==> src/rtl/yapp_tx_pkg.sv <==
// yapp_tx_pkg: shared state type, limits and header packing for the
// YAPP transmit engine.
package yapp_tx_pkg;

   typedef enum logic [2:0] {
      IDLE,
      WAIT,
      PAY,
      PAR,
      GAP
   } yapp_tx_state_e;

   localparam int YAPP_MAX_LEN = 63;
   localparam int YAPP_LEN_W   = $clog2(YAPP_MAX_LEN + 1);

   function automatic logic [7:0] yapp_hdr(
      input logic [1:0]            addr,
      input logic [YAPP_LEN_W-1:0] len
   );
      return {len, addr};
   endfunction

endpackage

==> src/rtl/yapp_tx_fifo.sv <==
// yapp_tx_fifo: synchronous show-ahead byte FIFO; head byte is always
// visible on o_data while not empty.
module yapp_tx_fifo #(
   parameter int DEPTH = 64,
   localparam int AW   = $clog2(DEPTH)
) (
   input  logic          i_clock,
   input  logic          i_reset_n,
   input  logic          i_push,
   input  logic [7:0]    i_data,
   input  logic          i_pop,
   output logic [7:0]    o_data,
   output logic          o_full,
   output logic          o_empty,
   output logic [AW:0]   o_count
);

   logic [7:0]    r_mem [DEPTH];
   logic [AW-1:0] r_wr;
   logic [AW-1:0] r_rd;
   logic [AW:0]   r_cnt;
   logic          w_push;
   logic          w_pop;

   assign o_full  = (r_cnt == (AW+1)'(DEPTH));
   assign o_empty = (r_cnt == '0);
   assign o_count = r_cnt;
   assign o_data  = r_mem[r_rd];

   assign w_push = i_push && !o_full;
   assign w_pop  = i_pop && !o_empty;

   always_ff @(posedge i_clock) begin
      if (w_push) r_mem[r_wr] <= i_data;
   end

   always_ff @(posedge i_clock or negedge i_reset_n) begin
      if (!i_reset_n) begin
         r_wr  <= '0;
         r_rd  <= '0;
         r_cnt <= '0;
      end else begin
         if (w_push) r_wr <= r_wr + AW'(1);
         if (w_pop)  r_rd <= r_rd + AW'(1);
         unique case ({w_push, w_pop})
            2'b10:   r_cnt <= r_cnt + (AW+1)'(1);
            2'b01:   r_cnt <= r_cnt - (AW+1)'(1);
            default: r_cnt <= r_cnt;
         endcase
      end
   end

endmodule

==> src/rtl/yapp_tx_engine.sv <==
// yapp_tx_engine: frames buffered payload into YAPP packets for the router.
// Optional YAPP_TX_PERR_EN adds inject_perr to corrupt a packet's parity.
module yapp_tx_engine
   import yapp_tx_pkg::*;
#(
   parameter int GAP_CYCLES = 1,
   parameter int FIFO_DEPTH = 64,
   parameter int CNT_W      = 16
) (
   input  logic                  clock,
   input  logic                  reset,
   input  logic                  req_vld,
   output logic                  req_rdy,
   input  logic [1:0]            req_addr,
   input  logic [YAPP_LEN_W-1:0] req_len,
`ifdef YAPP_TX_PERR_EN
   input  logic                  inject_perr,
`endif
   input  logic [7:0]            pay_data,
   input  logic                  pay_vld,
   output logic                  pay_rdy,
   output logic [7:0]            in_data,
   output logic                  in_data_vld,
   input  logic                  in_suspend,
   output logic                  busy,
   output logic                  pkt_done,
   output logic [CNT_W-1:0]      pkt_count
);

   localparam int AW = $clog2(FIFO_DEPTH);
   localparam int GW = (GAP_CYCLES > 1) ? $clog2(GAP_CYCLES) : 1;
   localparam logic [GW-1:0] GAP_LAST = GW'(GAP_CYCLES - 1);

   yapp_tx_state_e        r_state;
   yapp_tx_state_e        w_next;
   logic [1:0]            r_addr;
   logic [YAPP_LEN_W-1:0] r_len;
   logic [YAPP_LEN_W-1:0] r_rem;
   logic [7:0]            r_data;
   logic                  r_vld;
   logic [7:0]            r_par;
   logic                  r_is_par;
   logic [GW-1:0]         r_gap;
   logic                  r_done;
   logic [CNT_W-1:0]      r_count;

   logic                  w_xfer;
   logic                  w_ready;
   logic                  w_pop;
   logic                  w_push;
   logic [7:0]            w_head;
   logic                  w_full;
   logic                  w_empty;
   logic [AW:0]           w_count;
   logic [7:0]            w_hdr;
   logic [7:0]            w_par_out;

`ifdef YAPP_TX_PERR_EN
   logic                  r_perr;
   assign w_par_out = r_par ^ {8{r_perr}};
`else
   assign w_par_out = r_par;
`endif

   // Gating with reset keeps both handshakes low while reset is held.
   assign req_rdy = reset && (r_state == IDLE);
   assign pay_rdy = reset && !w_full;

   assign in_data     = r_data;
   assign in_data_vld = r_vld;
   assign busy        = (r_state != IDLE);
   assign pkt_done    = r_done;
   assign pkt_count   = r_count;

   assign w_xfer  = r_vld && !in_suspend;
   assign w_ready = (w_count >= (AW+1)'(r_len));
   assign w_pop   = (r_state == PAY) && w_xfer && !w_empty;
   assign w_push  = pay_vld && pay_rdy;
   assign w_hdr   = yapp_hdr(r_addr, r_len);

   yapp_tx_fifo #(
      .DEPTH (FIFO_DEPTH)
   ) u_fifo (
      .i_clock   (clock),
      .i_reset_n (reset),
      .i_push    (w_push),
      .i_data    (pay_data),
      .i_pop     (w_pop),
      .o_data    (w_head),
      .o_full    (w_full),
      .o_empty   (w_empty),
      .o_count   (w_count)
   );

   always_ff @(posedge clock or negedge reset) begin
      if (!reset) r_state <= IDLE;
      else        r_state <= w_next;
   end

   always_comb begin
      w_next = r_state;
      unique case (r_state)
         IDLE: if (req_vld) w_next = WAIT;
         WAIT: if (w_ready) w_next = (r_len == '0) ? PAR : PAY;
         PAY:  if (w_xfer && r_rem == YAPP_LEN_W'(1)) w_next = PAR;
         PAR:  if (w_xfer && r_is_par) w_next = GAP;
         GAP:  if (r_gap == GAP_LAST) w_next = IDLE;
         default: w_next = IDLE;
      endcase
   end

   always_ff @(posedge clock or negedge reset) begin
      if (!reset) begin
         r_addr   <= '0;
         r_len    <= '0;
         r_rem    <= '0;
         r_data   <= '0;
         r_vld    <= 1'b0;
         r_par    <= '0;
         r_is_par <= 1'b0;
         r_gap    <= '0;
         r_done   <= 1'b0;
         r_count  <= '0;
`ifdef YAPP_TX_PERR_EN
         r_perr   <= 1'b0;
`endif
      end else begin
         r_done <= 1'b0;
         unique case (r_state)
            IDLE: if (req_vld) begin
               r_addr <= req_addr;
               r_len  <= req_len;
`ifdef YAPP_TX_PERR_EN
               r_perr <= inject_perr;
`endif
            end
            WAIT: if (w_ready) begin
               r_data   <= w_hdr;
               r_vld    <= 1'b1;
               r_par    <= w_hdr;
               r_rem    <= r_len;
               r_is_par <= 1'b0;
            end
            PAY: if (w_xfer) begin
               r_data <= w_head;
               r_par  <= r_par ^ w_head;
               r_rem  <= r_rem - YAPP_LEN_W'(1);
            end
            // First transfer here retires the last data byte; second retires parity.
            PAR: if (w_xfer) begin
               if (!r_is_par) begin
                  r_data   <= w_par_out;
                  r_is_par <= 1'b1;
               end else begin
                  r_vld   <= 1'b0;
                  r_done  <= 1'b1;
                  r_count <= r_count + CNT_W'(1);
                  r_gap   <= '0;
               end
            end
            GAP: r_gap <= r_gap + GW'(1);
            default: r_gap <= '0;
         endcase
      end
   end

endmodule

==> config.mk <==
export PLATFORM = sky130hd
export DESIGN_NAME = yapp_tx_engine
export DESIGN_NICKNAME = d
export VERILOG_FILES = /design/src/rtl/yapp_tx_pkg.sv /design/src/rtl/yapp_tx_fifo.sv /design/src/rtl/yapp_tx_engine.sv
export SDC_FILE = /design/constraint.sdc
export NUM_CORES = 1
export LEC_CHECK = 0
export BUFFER_PORTS_ARGS = -buffer_cell sky130_fd_sc_hd__buf_2
export CORE_MARGIN = 5
export CORE_UTILIZATION = 62
export DETAILED_ROUTE_END_ITERATION = 10
export GPL_TIMING_DRIVEN = 0
export PLACE_DENSITY = 0.88
export SYNTH_ARGS = -nofsm -noshare
export SYNTH_HDL_FRONTEND = slang
export SYNTH_SLANG_ARGS = --single-unit
==> constraint.sdc <==
create_clock -name clock -period 4.55 [get_ports clock]
set_clock_uncertainty 0.15 [all_clocks]
set_input_delay 0.91 -clock clock [delete_from_list [all_inputs] [get_ports clock]]
set_output_delay 0.91 -clock clock [all_outputs]
set_load 0.02 [all_outputs]
==> results of run 1 <==
cells in the final DEF, fill, tap and decap left out, drive strengths merged, types with 10 or more instances in the layout:
| cell type | synthesis | layout |
|---|---|---|
| mux2i | 98 | 98 |
| clkinv | 1 | 21 |
| o221ai | 14 | 14 |
| ha | 14 | 14 |
| dfrtp | 72 | 72 |
| xnor2 | 23 | 23 |
| mux2 | 14 | 14 |
| inv | 25 | 27 |
| buf | 44 | 94 |
| edfxtp | 512 | 512 |
| mux4 | 97 | 97 |
| nor2 | 128 | 128 |
| clkbuf | 35 | 101 |
| nor3 | 12 | 12 |
| bufinv | 0 | 10 |
| o32ai | 14 | 14 |
| xor2 | 13 | 13 |
| nand3 | 20 | 20 |
| nand2 | 76 | 76 |
| a21oi | 24 | 24 |
| a211o | 20 | 20 |
| o21ai | 23 | 23 |
| o22ai | 21 | 21 |
layout make-up:
class,count,area share (%)
buffer,79,2.080
clock buffer,66,5.217
clock inverter,33,1.701
inverter,26,0.3566
multi-input combinational,735,24.43
sequential,584,62.77
tap,518,2.368
timing repair buffer,52,1.079
kinds of logic after synthesis:
kind of cell               after synthesis  synth area share [%]
AOI/OAI and AO/OA                      180                 5.942
xor gates and xnor gates                36                 1.286
adders and majority gates               14                0.7147
buffers and inverters                  105                 2.721
DFF                                    584                 70.08
muxes                                  209                 13.82
and+or+nand+nor                        296                 5.432
report_power, final:
part | switching (mW) | internal (mW)
Sequential | 0.318 | 6.17
Clock | 2.02 | 2.81
Combinational | 3.40 | 2.42
repair_timing:
action | in CTS | in global routing
resized for setup | 0 | 3
endpoints found under the setup margin | 0 | 2
hold endpoints to repair | 7 | 0
hold buffers | 2 | 0
metal layers:
metal  wire, um  track usage [%]
met3       5651            5.084
met4       1935            8.731
met2      28710            43.53
met5          0                0
met1      21920            36.85
state kept, by name (all words and copies together) (netlist names):
name	count
r_gap	1
u_fifo.r_rd	6
r_addr	2
u_fifo.r_wr	6
pkt_done	1
u_fifo.r_mem	512
r_par	8
r_len	6
r_is_par	1
in_data_vld	1
in_data	8
r_state	3
r_rem	6
u_fifo.o_count	7
pkt_count	16
stage by stage:
step           instance area (um2)  total power [mW]
6_report                     27370             17.15
3_5_place_dp                 25430             12.22
4_1_cts                      27350             17.07
5_1_grt                      27370             17.79
3_3_place_gp                 25400             12.00
2_1_floorplan                24510             10.54
how the worst min path moves through the flow:
stage	to	slack, ps	depth (start not counted)
4_1_cts	r_addr[0]$_DFFE_PN0P_	180	2
3_5_place_dp	pkt_count[15]$_DFFE_PN0P_	310	1
5_1_grt	in_data[7]$_DFFE_PN0P_	210	2
2_1_floorplan	r_gap$_DFFE_PN0P_	300	1
3_3_place_gp	pkt_count[15]$_DFFE_PN0P_	310	1
6_report	r_addr[0]$_DFFE_PN0P_	180	2
critical path: stages, from the launching register on:
cell and delay, ps:
dfrtp_1 430, buf_2 240, nor3b_4 520, nand2_1 210
a31oi_4 410, ha_1 220, clkbuf_1 380, xor2_1 130
ha_1 250, or3_1 310, a21oi_1 200, nor3_1 110
or3_1 320, a31oi_1 220, xnor2_1 140
==> flow_metrics.py, run 1 <==
metrics = {
    "outcome": {
        "outcome": "finished clean",
    },
    "yosys": {
        "synthTopCellsByArea": "edfxtp_1, mux4_2, dfrtp_1",
        "synth_edf_count": 512,
        "yosysSeqAreaShare_pct": 70.08,
        "synth_area_leader_cell": "edfxtp_1",
        "avgSynthCellArea_um2": 17.21,
        "ys_ff_latch": 584,
        "synth_area_um2": 24510,
        "yosys_warnings": 0,
        "synth-main-ff-cell": "edfxtp_1",
        "synth_cell_types": 71,
        "synthesis.instances": 1424,
        "yosys-top-cells-count": "edfxtp_1, nor2_1, mux2i_1",
        "synth_top_area_share_pct": 62.73,
        "async_flop_share_pct": 12.33,
        "synth_nets": 1459,
        "yosysMostFrequentCell": "edfxtp_1",
    },
    "setup_path": {
        "ff2ff_setup_slack_ps": 250,
        "r2r_end": "u_fifo.o_count[6]$_DFFE_PN0P_",
        "worstSetupEndpoint": "u_fifo.o_count[6]$_DFFE_PN0P_",
        "setup.worst_path.start": "r_state[1]$_DFFE_PN0P_",
        "crit_required_ps": 4930,
        "r2r_cells": 14,
        "critPathCaptureType": "flip-flop",
        "arrival_ps": 4680,
        "crit_type": "flip-flop to flip-flop",
        "cp-start-kind": "flip-flop",
        "rr_startpoint": "r_state[1]$_DFFE_PN0P_",
        "worstPathMaxFanout": 10,
    },
    "detailed_routing": {
        "final_antenna_net_count": 0,
        "vias": 14071,
        "wl_per_cell_um": 27.82,
        "drc_errors": 0,
        "drt_first_pass_iters": 5,
        "routed_wl_mm": 58.22,
        "drt_iter0_drc": 1997,
        "vias_per_cell": 6.723,
    },
    "cells_and_area": {
        "drive_above_1_share_pct": 19.17,
        "multi_input_area_um2": 6686,
        "n_fill_cell": 2342,
        "finalNonFillerCells": 2093,
        "area.sequential_um2": 17180,
        "nets": 1568,
        "post-route-util_pct": 70.32,
        "antenna_cells": 0,
        "area_delta_synth_final_pct": 11.66,
    },
    "sta": {
        "hold_ws_ps": 181.8,
        "fin_tns_setup_ps": 0,
        "hold_violations": 0,
        "max_freq_mhz": 232.5,
        "drv_slew": 0,
        "setup_viol": 0,
        "rsz0062_at_grt": "no",
        "worst_pin_slew_ps": 1304,
        "worst_slack_ps": 248.3,
        "period_share_pct": 94.54,
        "max_slew_margin_pct": 13.06,
        "fin_crit_ps": 4302,
    },
    "grt": {
        "grt_max_degree": 65,
        "grt_antenna_before_repair": 1,
        "grt_pass1_wl_mm": 88.24,
        "grt_use_total_pct": 26.59,
        "grt_pass1_vias": 13997,
        "overflow": 0,
    },
    "clock_network": {
        "clock-root-buffer": "clkbuf_16",
        "cts_max_path_buffers": 3,
        "cts_inserted_buffers": 55,
        "cts_max_level": 2,
        "clkTransAtPathRegs_ps": 60,
        "cts_tree": "built",
        "clk_latency_ps": 630,
        "cts_setup_buffers": 0,
        "clock-sinks": 584,
    },
    "floorplanning": {
        "initial_core_util_pct": 62.98,
        "die_h_um": 208.8,
        "rows": 72,
        "die_area_um2": 43610,
        "pin_count": 50,
        "die_width_um": 208.8,
        "coreArea_um2": 38920,
    },
    "worst_hold_path": {
        "hold_class": "input pin to asynchronous set/reset pin",
    },
    "power_and_ir_drop": {
        "p_leak_nw": 9.528,
        "peakVddDrop_uv": 431.8,
        "powerDensity_nw_per_um2": 626.6,
    },
    "placed_design": {
        "place_congestion": 0.9107,
        "pre_cts_ws_ps": -543.6,
        "hpwl_mm": 35.71,
        "port_buffers": 49,
        "dpl.cell_count": 1992,
    },
    "job": {
        "cap_violations": 0,
    },
}
No activity file was read; power rests on OpenSTA's default activity.
==> inputs of run 2 (changes only) <==
- CORE_UTILIZATION: 62 -> 30
- PLACE_DENSITY: 0.88 -> 0.53
==> flow_metrics.py, run 2 (synthesized netlist as in run 1, its figures left out) <==
metrics = {
    "setup_path": {
        "crit_chain": "buf_4 > buf_16 > inv_1 > a31oi_2 > nand2_1 > ha_1 > clkbuf_1 > xor2_1 > ha_1 > or3_1 > a21oi_1 > nor3_1 > or3_1 > a31oi_1 > xnor2_1",
        "crit_slowest_cell": "a31oi_2",
        "worstPathMaxFanout": 64,
        "critPathTopFamily": "simple AND/OR/NAND/NOR gates",
        "arrival_ps": 4620,
        "slowest_delay_ps": 420,
        "crit_buf_inv": 4,
        "cp-start-kind": "input pin",
        "crit_required_ps": 4960,
        "crit_type": "input pin to flip-flop",
        "critPathCaptureType": "flip-flop",
    },
    "cells_and_area": {
        "largest_reg_flops": 512,
        "drive_above_1_share_pct": 19.19,
        "area_delta_synth_final_pct": 14.36,
        "antenna_cells": 0,
        "nets": 1572,
        "layout_commonest_cell": "edfxtp_1",
        "regMostFlops": "u_fifo.r_mem",
        "final_cell_mix": "edfxtp_1, nor2_1, mux2i_1, mux4_2, nand2_1",
    },
    "placed_design": {
        "port_buffers": 49,
        "place_congestion": 0.8298,
        "hpwl_mm": 40.41,
        "pre_cts_ws_ps": -666.6,
    },
    "power_and_ir_drop": {
        "powerDensity_nw_per_um2": 612.7,
        "peakVddDrop_uv": 357.3,
        "p_leak_nw": 9.515,
    },
    "detailed_routing": {
        "drt_first_pass_iters": 5,
        "drc_errors": 0,
        "vias": 13306,
        "final_antenna_net_count": 0,
        "routed_wl_mm": 61.90,
        "vias_per_cell": 5.042,
        "drt_iter0_drc": 1214,
        "wl_per_cell_um": 23.46,
    },
    "sta": {
        "rsz0062_at_grt": "no",
        "setup_viol": 0,
        "max_freq_mhz": 237.8,
        "max_slew_margin_pct": 10.75,
        "fin_tns_setup_ps": 0,
        "fin_crit_ps": 4205,
        "drv_slew": 0,
        "worst_pin_slew_ps": 1339,
        "hold_violations": 0,
        "worst_slack_ps": 344.7,
        "period_share_pct": 92.42,
    },
    "outcome": {
        "outcome": "finished clean",
    },
    "clock_network": {
        "cts_tree": "built",
        "cts_max_path_buffers": 3,
        "cts_inserted_buffers": 59,
        "clock-root-buffer": "clkbuf_16",
        "clkTransAtPathRegs_ps": 60,
        "clk_latency_ps": 640,
        "clock-sinks": 584,
        "cts_max_level": 2,
    },
    "floorplanning": {
        "coreArea_um2": 80810,
        "die_area_um2": 87510,
        "die_width_um": 295.8,
        "pin_count": 50,
        "initial_core_util_pct": 30.33,
        "rows": 104,
        "die_h_um": 295.8,
    },
    "grt": {
        "grt_max_degree": 65,
        "overflow": 0,
        "grt_pass1_vias": 13579,
        "grt_pass1_wl_mm": 91.74,
        "grt_use_total_pct": 14.00,
        "grt_antenna_before_repair": 0,
    },
    "worst_hold_path": {
        "hold_class": "input pin to asynchronous set/reset pin",
    },
    "job": {
        "cap_violations": 0,
    },
}
-- run 2: worst reg2reg max path: stages (launching register included) --
cell	delay, ps
dfrtp_1	460
nor4_2	480
a31oi_2	280
nand2_1	380
ha_1	220
clkbuf_1	380
xor2_1	130
ha_1	250
or3_1	310
a21oi_1	210
nor3_1	110
or3_1	310
a31oi_1	240
xnor2_1	150
-- run 2: path summary, 6_finish.rpt --
path                                               startpoint                       endpoint  slack [ps]  depth (start not counted)
max in group asynchronous                               reset         in_data[0]$_DFFE_PN0P_        3270                          2
worst max register to register  u_fifo.o_count[0]$_DFFE_PN0P_  u_fifo.o_count[6]$_DFFE_PN0P_         440                         13
min in group clock                  pkt_count[15]$_DFFE_PN0P_      pkt_count[15]$_DFFE_PN0P_         320                          1
worst min register to register      pkt_count[15]$_DFFE_PN0P_      pkt_count[15]$_DFFE_PN0P_         320                          1
worst min-delay path                                    reset           r_rem[3]$_DFFE_PN0P_         130                          2
worst max-delay path                                    reset  u_fifo.o_count[6]$_DFFE_PN0P_         340                         15
-- run 2: per-layer routing --
metal / vias up / global-route usage, % / part of all wire (%)
met5: - / 0 / 0
met4: 0 / 4.254 / 2.9
met3: 104 / 2.561 / 5.6
met2: 382 / 22.07 / 46
met1: 6951 / 19.91 / 45
li1: 5869 / - / -
-- run 2: area by class of cell --
type / count / area [um2]
Inverter: 26 / 97.59
Clock inverter: 31 / 347.8
Fill cell: 7668 / 52780
Clock buffer: 72 / 1525
Timing Repair Buffer: 52 / 292.8
Buffer: 79 / 569.3
Multi-Input combinational cell: 735 / 6693
Sequential cell: 584 / 17180
Tap cell: 1060 / 1326
-- run 2: through the flow --
step	util (%)	hold WS [ps]	area [um2]	total power, mW	cells
floorplan	-	299.5	24510	10.54	1424
global placement	32.27	305.2	26080	12.46	2533
detailed placement	32.31	313.9	26110	12.52	2534
CTS	34.65	137.9	28000	17.30	2638
global route	34.69	152.6	28030	17.97	2639
finish	34.69	129.9	28030	17.17	2639
-- run 2: where the power goes --
| group | leakage, nW | internal, mW | switching [mW] |
|---|---|---|---|
| Combinational | 3.12 | 2.43 | 3.49 |
| Sequential | 5.49 | 6.17 | 0.305 |
| Clock | 0.901 | 2.68 | 2.10 |
| Total | 9.51 | 11.3 | 5.90 |
-- run 2: what timing repair did --
item                                    4_1_cts  5_1_grt
gates resized for setup                       1        3
endpoints found under the setup margin        1        2
hold buffers                                  1        0
gates cloned                                  0        0
endpoints found under the hold margin         9        0
buffers inserted                              0        1
==> inputs of run 3 (changes only) <==
- CAP_MARGIN: default -> 5
- REMOVE_ABC_BUFFERS: default -> 1
==> flow_metrics.py, run 3 (synthesized netlist as in run 1, its figures left out) <==
metrics = {
    "detailed_routing": {
        "drc_errors": 0,
        "wl_per_cell_um": 22.06,
        "vias": 12796,
        "drt_iter0_drc": 1001,
        "vias_per_cell": 4.944,
        "drt_first_pass_iters": 5,
        "final_antenna_net_count": 0,
        "routed_wl_mm": 57.08,
    },
    "setup_path": {
        "critPathCaptureType": "flip-flop",
        "crit_type": "input pin to flip-flop",
        "cp-start-kind": "input pin",
        "arrival_ps": 4550,
        "crit_required_ps": 4950,
        "worstPathMaxFanout": 52,
    },
    "cells_and_area": {
        "largest_reg_flops": 512,
        "nets": 1510,
        "drive_above_1_share_pct": 19.00,
        "final_cell_mix": "edfxtp_1, nor2_1, mux2i_1, mux4_2, nand2_1",
        "layout_commonest_cell": "edfxtp_1",
        "regMostFlops": "u_fifo.r_mem",
        "area_delta_synth_final_pct": 13.83,
    },
    "floorplanning": {
        "coreArea_um2": 80810,
        "initial_core_util_pct": 30.33,
        "pin_count": 50,
        "die_h_um": 295.8,
        "rows": 104,
        "die_width_um": 295.8,
        "die_area_um2": 87510,
    },
    "placed_design": {
        "hpwl_mm": 34.55,
        "port_buffers": 49,
        "place_congestion": 0.7612,
    },
    "outcome": {
        "outcome": "finished clean",
    },
    "power_and_ir_drop": {
        "powerDensity_nw_per_um2": 602.1,
        "peakVddDrop_uv": 329.4,
        "swShare_pct": 33.33,
        "clkPwrFrac_pct": 29.0,
        "power_frac_comb_pct": 30.5,
        "sequentialPowerShare_pct": 40.4,
        "power_switching_mw": 5.599,
        "internal-power_mw": 11.20,
        "p_leak_nw": 9.422,
    },
    "clock_network": {
        "cts_inserted_buffers": 61,
        "cts_max_level": 2,
        "hold_buffers": 0,
        "cts_tree": "built",
        "clock-root-buffer": "clkbuf_16",
        "clkTransAtPathRegs_ps": 70,
        "cts_max_path_buffers": 3,
        "clk_latency_ps": 660,
        "clock-sinks": 584,
    },
    "sta": {
        "max_slew_margin_pct": 10.95,
        "period_share_pct": 91.20,
        "hold_violations": 0,
        "rsz0062_at_grt": "no",
        "max_freq_mhz": 241.0,
        "worst_pin_slew_ps": 1326,
        "fin_crit_ps": 4150,
        "setup_viol": 0,
        "hold_ws_ps": 40.40,
        "fin_tns_setup_ps": 0,
        "drv_slew": 0,
    },
    "worst_hold_path": {
        "hold_class": "input pin to asynchronous set/reset pin",
    },
    "grt": {
        "overflow": 0,
        "met3_usage_pct": 2.464,
        "grt.busiest_layer": "met2",
        "grt_max_degree": 65,
        "grt_pass1_vias": 12929,
        "grt_use_total_pct": 12.94,
        "grtUsageMet2_pct": 20.35,
        "grt_util_met1_pct": 18.74,
        "grt_antenna_before_repair": 1,
        "grt_pass1_wl_mm": 85.86,
    },
    "job": {
        "cap_violations": 0,
    },
}
## run 3: cell types whose count changed in the layout (fill, tap and decap cells not counted), sizes merged
cell / delta
inv: -2
buf: -28
diode: +2
dlygate4sd3: -1
clkbuf: -30
clkinv: +8
## run 3: layout make-up
type	instances	area, um2
diodes	2	5.005
well taps	1060	1326
repair buffers	67	619.3
clock inverters	37	377.9
fillers	7586	52910
multi-input cells	735	6696
clock buffers	77	1587
inverters	26	97.59
flip-flops and latches	584	17190
## run 3: stage by stage
step	total power [mW]	utilization, %	cells	area [um2]	setup slack (ps)
final	16.80	34.52	2588	27900	400.3
after global routing	17.63	34.52	2586	27890	128.0
after CTS	16.99	34.40	2581	27800	263.5
after detailed placement	12.07	31.94	2466	25810	-706.1
after global placement	11.57	31.57	2454	25510	-6597
after floorplan	10.34	-	1345	23940	-3171
## run 3: metal layers
metal  part of all wire (%)  up-vias
li1                       -     5762
met1                     46     6656
met2                     47      300
met3                    5.2       78
met4                    2.0        0
met5                      0        -
## run 3: worst paths after layout
path                            depth (start not counted)                      start                             to  slack, ps
worst max-delay path                                   14                      reset  u_fifo.o_count[6]$_DFFE_PN0P_        400
worst min-delay path                                    1                      reset     u_fifo.r_wr[5]$_DFFE_PN0P_         40
worst max register to register                         12     r_state[0]$_DFFE_PN0P_  u_fifo.o_count[6]$_DFFE_PN0P_        480
worst min register to register                          1  pkt_count[15]$_DFFE_PN0P_      pkt_count[15]$_DFFE_PN0P_        330
max in group asynchronous                               2                      reset     u_fifo.r_rd[1]$_DFFE_PN0P_       3570
min in group clock                                      1  pkt_count[15]$_DFFE_PN0P_      pkt_count[15]$_DFFE_PN0P_        330
## run 3: timing repair
action                                  in CTS  in global routing
pin swaps                                    1                  0
endpoints found under the hold margin        0                  0
setup buffers                                1                  0
endpoints found under the setup margin       2                  1
resized for setup                            2                  1
## run 3: power groups by stage
| stage | combinational (mW) | clock (mW) | sequential (mW) |
|---|---|---|---|
| CTS | 5.19 | 5.00 | 6.81 |
| detailed placement | 5.16 | 0 | 6.91 |
| global route | 5.55 | 5.22 | 6.86 |
| floorplan | 3.29 | 0 | 7.04 |
| global placement | 4.33 | 0 | 7.25 |
| finish | 5.12 | 4.88 | 6.79 |
## run 3: critical path: stages
cell and delay, ps:
buf_4 340, buf_16 310, inv_1 160, a31oi_4 340, nand2_1 320, ha_1 420
xor2_1 200, ha_1 240, or3_1 310, a21oi_1 200, nor3_1 100, or3_1 310
a31oi_1 210, xnor2_1 140
